===== src/rtl/task_sched_pkg.sv =====
// Shared types and constants for the task dispatcher slice.
package task_sched_pkg;

  localparam int unsigned TaskWDefault = 8;
  localparam int unsigned CntW         = 8;

  typedef enum logic [2:0] {
    StIdle,
    StIssue,
    StGap,
    StDrain,
    StFinish
  } disp_state_e;

endpackage


===== src/rtl/task_track_fifo.sv =====
// In-flight task tracker. Keeps task IDs only when TASK_DISP_ORDER_CHECK_EN is defined;
// otherwise it is an occupancy counter and head reads as zero.
module task_track_fifo #(
  parameter int unsigned TASK_W = 8,
  parameter int unsigned DEPTH  = 8
) (
  input  logic              clk,
  input  logic              rst,
  input  logic              clr,
  input  logic              push,
  input  logic              pop,
  input  logic [TASK_W-1:0] din,
  output logic [TASK_W-1:0] head,
  output logic              full,
  output logic              empty
);

  localparam int unsigned AW = (DEPTH > 1) ? $clog2(DEPTH) : 1;
  localparam int unsigned CW = $clog2(DEPTH + 1);

  logic [CW-1:0] cnt_q, cnt_d;
  logic          do_push, do_pop;

  assign full    = (cnt_q == CW'(DEPTH));
  assign empty   = (cnt_q == '0);
  assign do_push = push & ~full;
  assign do_pop  = pop & ~empty;

  always_comb begin
    cnt_d = cnt_q;
    if (clr) begin
      cnt_d = '0;
    end else if (do_push && !do_pop) begin
      cnt_d = cnt_q + CW'(1);
    end else if (!do_push && do_pop) begin
      cnt_d = cnt_q - CW'(1);
    end
  end

  always_ff @(posedge clk or negedge rst) begin
    if (!rst) begin
      cnt_q <= '0;
    end else begin
      cnt_q <= cnt_d;
    end
  end

`ifdef TASK_DISP_ORDER_CHECK_EN
  logic [TASK_W-1:0] mem_q [DEPTH];
  logic [AW-1:0]     wr_ptr_q, rd_ptr_q;

  always_ff @(posedge clk or negedge rst) begin
    if (!rst) begin
      wr_ptr_q <= '0;
      rd_ptr_q <= '0;
    end else if (clr) begin
      wr_ptr_q <= '0;
      rd_ptr_q <= '0;
    end else begin
      if (do_push) wr_ptr_q <= wr_ptr_q + AW'(1);
      if (do_pop)  rd_ptr_q <= rd_ptr_q + AW'(1);
    end
  end

  // Storage needs no reset: occupancy gates every read that matters.
  always_ff @(posedge clk) begin
    if (do_push) mem_q[wr_ptr_q] <= din;
  end

  assign head = mem_q[rd_ptr_q];
`else
  logic unused_din;
  assign unused_din = ^din;
  assign head       = '0;
`endif

endmodule


===== src/rtl/task_dispatcher.sv =====
// Issues a run of sequential task IDs to a scheduler and tracks their completions.
// TASK_DISP_ORDER_CHECK_EN enables in-order checking of returned task IDs.
module task_dispatcher
  import task_sched_pkg::*;
#(
  parameter int unsigned TASK_W  = TaskWDefault,
  parameter int unsigned DEPTH   = 8,
  parameter int unsigned TIMEOUT = 1024
) (
  input  logic              clk,
  input  logic              rst,
  input  logic              start,
  input  logic [CntW-1:0]   num_tasks,
  input  logic [TASK_W-1:0] first_id,
  output logic [TASK_W-1:0] new_task,
  output logic              task_valid,
  input  logic              full,
  input  logic [TASK_W-1:0] completed_task,
  input  logic              task_done,
  output logic              busy,
  output logic              done,
  output logic              error,
  output logic [TASK_W-1:0] err_expected,
  output logic [TASK_W-1:0] err_got,
  output logic [CntW-1:0]   issued_cnt,
  output logic [CntW-1:0]   completed_cnt
);

  localparam int unsigned TmoW = (TIMEOUT > 1) ? $clog2(TIMEOUT + 1) : 1;
  localparam logic [TmoW-1:0] TmoMax = TmoW'(TIMEOUT);

  disp_state_e       state_q, state_d;
  logic [CntW-1:0]   num_q, num_d, issued_q, issued_d, completed_q, completed_d;
  logic [TASK_W-1:0] next_id_q, next_id_d, new_task_q, new_task_d;
  logic [TASK_W-1:0] err_exp_q, err_exp_d, err_got_q, err_got_d;
  logic              task_valid_q, task_valid_d, busy_q, busy_d, done_q, done_d;
  logic              error_q, error_d;
  logic [TmoW-1:0]   tmo_q, tmo_d;

  logic              trk_push, trk_pop, trk_clr, trk_full, trk_empty;
  logic [TASK_W-1:0] trk_head;
  logic              err_set;
  logic [TASK_W-1:0] err_e, err_g;

  task_track_fifo #(
    .TASK_W(TASK_W),
    .DEPTH (DEPTH)
  ) u_track (
    .clk  (clk),
    .rst  (rst),
    .clr  (trk_clr),
    .push (trk_push),
    .pop  (trk_pop),
    .din  (next_id_q),
    .head (trk_head),
    .full (trk_full),
    .empty(trk_empty)
  );

  always_comb begin
    state_d      = state_q;
    num_d        = num_q;
    issued_d     = issued_q;
    completed_d  = completed_q;
    next_id_d    = next_id_q;
    new_task_d   = new_task_q;
    err_exp_d    = err_exp_q;
    err_got_d    = err_got_q;
    task_valid_d = 1'b0;
    busy_d       = busy_q;
    done_d       = 1'b0;
    error_d      = error_q;
    tmo_d        = tmo_q;
    trk_push     = 1'b0;
    trk_pop      = 1'b0;
    trk_clr      = 1'b0;
    err_set      = 1'b0;
    err_e        = '0;
    err_g        = '0;

    unique case (state_q)
      StIdle: begin
        if (start && (num_tasks != '0)) begin
          num_d       = num_tasks;
          next_id_d   = first_id;
          issued_d    = '0;
          completed_d = '0;
          error_d     = 1'b0;
          err_exp_d   = '0;
          err_got_d   = '0;
          trk_clr     = 1'b1;
          busy_d      = 1'b1;
          state_d     = StIssue;
        end else if (start) begin
          done_d = 1'b1;
        end
      end
      StIssue: begin
        if (!full && !trk_full) begin
          task_valid_d = 1'b1;
          new_task_d   = next_id_q;
          trk_push     = 1'b1;
          next_id_d    = next_id_q + TASK_W'(1);
          issued_d     = issued_q + CntW'(1);
          state_d      = StGap;
        end
      end
      StGap: begin
        tmo_d   = '0;
        state_d = (issued_q < num_q) ? StIssue : StDrain;
      end
      StDrain: begin
        if (completed_q == issued_q) begin
          state_d = StFinish;
        end else if (task_done) begin
          tmo_d = '0;
        end else if ((TIMEOUT != 0) && (tmo_q == TmoMax)) begin
          err_set = 1'b1;
          err_e   = trk_head;
          state_d = StFinish;
        end else begin
          tmo_d = tmo_q + TmoW'(1);
        end
      end
      StFinish: state_d = StIdle;
      default:  state_d = StIdle;
    endcase

    // done/busy are registered, so they change on entry to FINISH to line up with it.
    if ((state_d == StFinish) && (state_q != StFinish)) begin
      done_d = 1'b1;
      busy_d = 1'b0;
    end

    if (!trk_clr && task_done) begin
      if (trk_empty) begin
        err_set = 1'b1;
        err_e   = '0;
        err_g   = completed_task;
      end else begin
        trk_pop     = 1'b1;
        completed_d = completed_q + CntW'(1);
`ifdef TASK_DISP_ORDER_CHECK_EN
        if (completed_task != trk_head) begin
          err_set = 1'b1;
          err_e   = trk_head;
          err_g   = completed_task;
        end
`endif
      end
    end

    if (err_set) begin
      error_d = 1'b1;
      if (!error_q) begin
        err_exp_d = err_e;
        err_got_d = err_g;
      end
    end
  end

  always_ff @(posedge clk or negedge rst) begin
    if (!rst) begin
      state_q      <= StIdle;
      num_q        <= '0;
      issued_q     <= '0;
      completed_q  <= '0;
      next_id_q    <= '0;
      new_task_q   <= '0;
      err_exp_q    <= '0;
      err_got_q    <= '0;
      task_valid_q <= 1'b0;
      busy_q       <= 1'b0;
      done_q       <= 1'b0;
      error_q      <= 1'b0;
      tmo_q        <= '0;
    end else begin
      state_q      <= state_d;
      num_q        <= num_d;
      issued_q     <= issued_d;
      completed_q  <= completed_d;
      next_id_q    <= next_id_d;
      new_task_q   <= new_task_d;
      err_exp_q    <= err_exp_d;
      err_got_q    <= err_got_d;
      task_valid_q <= task_valid_d;
      busy_q       <= busy_d;
      done_q       <= done_d;
      error_q      <= error_d;
      tmo_q        <= tmo_d;
    end
  end

  assign new_task      = new_task_q;
  assign task_valid    = task_valid_q;
  assign busy          = busy_q;
  assign done          = done_q;
  assign error         = error_q;
  assign err_expected  = err_exp_q;
  assign err_got       = err_got_q;
  assign issued_cnt    = issued_q;
  assign completed_cnt = completed_q;

endmodule


===== config.mk =====
export PLATFORM = sky130hd
export DESIGN_NAME = task_dispatcher
export DESIGN_NICKNAME = d
export VERILOG_FILES = /design/src/rtl/task_sched_pkg.sv /design/src/rtl/task_track_fifo.sv /design/src/rtl/task_dispatcher.sv
export SDC_FILE = /design/constraint.sdc
export NUM_CORES = 1
export LEC_CHECK = 0
export CORE_MARGIN = 2
export CORE_UTILIZATION = 57
export DETAILED_ROUTE_END_ITERATION = 16
export HOLD_SLACK_MARGIN = 0.06
export PLACE_DENSITY = 0.85
export SYNTH_ARGS = -nofsm -noshare
export SYNTH_HDL_FRONTEND = slang
export SYNTH_SLANG_ARGS = --single-unit

===== constraint.sdc =====
create_clock -name clk -period 6.7 [get_ports clk]
set_input_delay 2.01 -clock clk [delete_from_list [all_inputs] [get_ports clk]]
set_output_delay 2.01 -clock clk [all_outputs]
set_load 0.01 [all_outputs]

==> qor.csv <==
stage;metric;value;unit
grt;grt_pass1_wl;15.9;mm
timing;fin_tns_setup;0;ns
route;via_per_inst;5.88;
timing;rsz0062_at_grt;no;
layout;syn_to_final_growth;23.0;%
worst_hold_path;hold_class;flip-flop to flip-flop;
timing;worst_slack;2.34;ns
yosys;synth_commonest_cells;81 x nand2_1, 78 x dfrtp_1, 25 x nor2_1;
route;drt-wirelength-per-cell;16.2;µm
layout;antenna_cells;0;
route;ant_nets;0;
route;drc;0;
run;cap_violations;0;
critical_path;timing.rr.start;state_q[0]$_DFF_PN0_;
clock_tree;cts_hold_buf;0;
clock_tree;clk_path_buf_depth;2;
die;die_x;88.4;µm
route;drt_iter0_markers;294;
critical_path;cp-start-kind;primary input;
die;floorplan.core_area;6830;µm²
die;pin_count;73;
clock_tree;cts_inserted_buffers;9;
yosys;seq_area_frac_synth;48.0;%
die;die_y;88.4;µm
clock_tree;worstSkewPairLatency;0.36;ns
route;num_vias;3501;
power_and_ir_drop;vdd_drop_max;252;µV
yosys;synth.distinct_cells;60;
route;drt-total-wl;9.66;mm
die;initial_core_util;59.5;%
timing;max_slew.worst_pin.slew;1.31;ns
clock_tree;root_buffer;clkbuf_8;
grt;grt_max_degree;79;
timing;drv_slew;0;
yosys;synth_nets;475;
yosys;yosysTopAreaCellShare;48.0;%
timing;fmax;229;MHz
critical_path;r2r_end;u_track.cnt_q[3]$_DFFE_PN0P_;
power_and_ir_drop;power_density;414;nW/µm²
critical_path;rr_worst_depth;10;
layout;utilization;73.2;%
critical_path;arrival;4.61;ns
timing;period_share;65.1;%
power_and_ir_drop;p_leak;0.00224;µW
critical_path;worstPathMaxFanout;18;
grt;grt_pass1_vias;3386;
yosys;synthArstFlopShare;100;%
timing;setup_viol;0;
clock_tree;cts_tree;done;
yosys;yosysTopAreaCell;dfrtp_1;
timing;hold_viol;0;
timing;whs;0.479;ns
place;pre_cts_ws;1.99;ns
yosys;synth_area;4060;µm²
critical_path;worst-setup-path-type;primary input to flip-flop;
critical_path;rrSetupSlack;3.20;ns
place;hpwl;6.72;mm
yosys;syn_avg_cell_area;9.43;µm²
clock_tree;cts_setup_buffers;0;
place;gp_congestion;0.844;
critical_path;startpoint;full;
layout;drive_gt1_share;5.61;%
clock_tree;htreeDepth;3;
clock_tree;path_clk_slew;0.08;ns
grt;overflow;0;
grt;track_usage;26.3;%
timing;skew;0.00789;ns
grt;antenna_found_initial;0;
yosys;ys_warn_count;0;
layout;fill_cells;514;
place;io_buffer_count;72;
clock_tree;clock_sinks;78;
critical_path;cp-endpoint;u_track.cnt_q[3]$_DFFE_PN0P_;
route;first_pass_iters;6;
yosys;yosysMostFrequentCell;nand2_1;
critical_path;crit_path_end_kind;flip-flop;
critical_path;worstPathRequired;6.95;ns
yosys;netlist_top_cells_area;dfrtp_1 48%, nand2_1 7.5%, ha_1 4.3%, xor2_1 3.7%, nor2_1 2.3%;
layout;nets;538;
yosys;synth_seq_cells;78;
timing;maxSlewHeadroom;12.1;%
clock_tree;cts_resized;0;
yosys;syn_inst;431;
yosys;synth_ff_type;dfrtp_1;
status;status;finished, final reports clean;
die;rows;30;
timing;min_period;4.36;ns
yosys;synth_edf_count;0;
die;die_area;7820;µm²
==> per-layer routing <==
metal	GRT usage, %	share of wire, %
met2	44.0	49
met5	0	0
met1	34.9	45
met4	9.64	1.6
met3	4.10	4.3
==> registers in the layout, summed over array words and instances (netlist names) <==
| name | cells |
|---|---|
| done | 1 |
| issued_cnt | 8 |
| task_valid | 1 |
| state_q | 3 |
| busy | 1 |
| num_q | 8 |
| tmo_q | 11 |
| err_expected | 8 |
| error | 1 |
| completed_cnt | 8 |
| next_id_q | 8 |
| u_track.cnt_q | 4 |
| err_got | 8 |
| new_task | 8 |
==> critical path, cell delays in order <==
cell and delay, ns:
clkdlybuf4s50_1 0.50, or3_1 0.71, clkinv_8 0.23, nand2_2 0.16, ha_1 0.23, a21o_1 0.18
a21oi_1 0.18, nand2_1 0.07, o22a_1 0.22, mux2i_1 0.11
==> cells in the final DEF (no fill, tap or decap), types with 3 or more instances in the layout <==
master           Yosys  layout
clkinvlp_4           0       3
a21oi_1             17      17
inv_1               14      14
nor4_1               9       9
nand2_1             81      81
xnor2_1              6       6
a211oi_1             3       3
nand4_1              9       9
nor3_1              12      12
nor2_1              25      25
and2_1              14      14
a22o_1               9       9
o211ai_1             3       3
clkbuf_8             0       9
nor4b_1              4       4
nand2b_1             4       4
o22ai_1              4       4
dfrtp_1             78      78
or2_2                4       4
a211o_1              4       4
xor2_1              17      17
and3_1               4       4
a31oi_1              7       7
ha_1                14      14
nand3_1             12      12
clkdlybuf4s50_1      0      71
o21ai_0             18      18
==> final cells by class <==
| type | instances | area [µm²] | share of cell area (%) |
|---|---|---|---|
| Sequential cell | 78 | 1950 | 39.0 |
| Multi-Input combinational cell | 316 | 1940 | 38.8 |
| Timing Repair Buffer | 73 | 726 | 14.5 |
| Clock buffer | 10 | 128 | 2.55 |
| Tap cell | 96 | 120 | 2.40 |
| Inverter | 16 | 72.6 | 1.45 |
| Clock inverter | 6 | 62.6 | 1.25 |
==> worst min path at each step <==
stage / from / to / slack [ns] / depth (start not counted)
finish: new_task[1]$_DFFE_PN0N_ / new_task[1]$_DFFE_PN0N_ / 0.48 / 2
detailed placement: new_task[1]$_DFFE_PN0N_ / new_task[1]$_DFFE_PN0N_ / 0.47 / 2
global route: new_task[1]$_DFFE_PN0N_ / new_task[1]$_DFFE_PN0N_ / 0.50 / 2
CTS: new_task[1]$_DFFE_PN0N_ / new_task[1]$_DFFE_PN0N_ / 0.49 / 2
floorplan: num_q[0]$_DFFE_PN0P_ / num_q[0]$_DFFE_PN0P_ / 0.45 / 2
global placement: num_q[0]$_DFFE_PN0P_ / num_q[0]$_DFFE_PN0P_ / 0.46 / 2
==> cell families after synthesis <==
logic type | synth area share [%]
compound gates | 14.7
xor+xnor | 5.36
fa+ha+maj | 4.80
buf+inv | 4.28
flops | 48.0
mux | 0.493
simple gates | 22.4
==> per-stage QoR <==
step / std cells / area [µm²] / total power (µW)
2_1_floorplan: 431 / 4060 / 1400
3_3_place_gp: 579 / 4810 / 1670
3_5_place_dp: 579 / 4810 / 1720
4_1_cts: 595 / 5000 / 2080
5_1_grt: 595 / 5000 / 2230
6_report: 595 / 5000 / 2070
==> report_power, final <==
part           leakage (µW)  internal [µW]  switching [µW]
registers           0.00101            630             184
logic               0.00114            394             517
clock network     0.0000883            171             176
No activity file was read; power rests on OpenSTA's default activity.
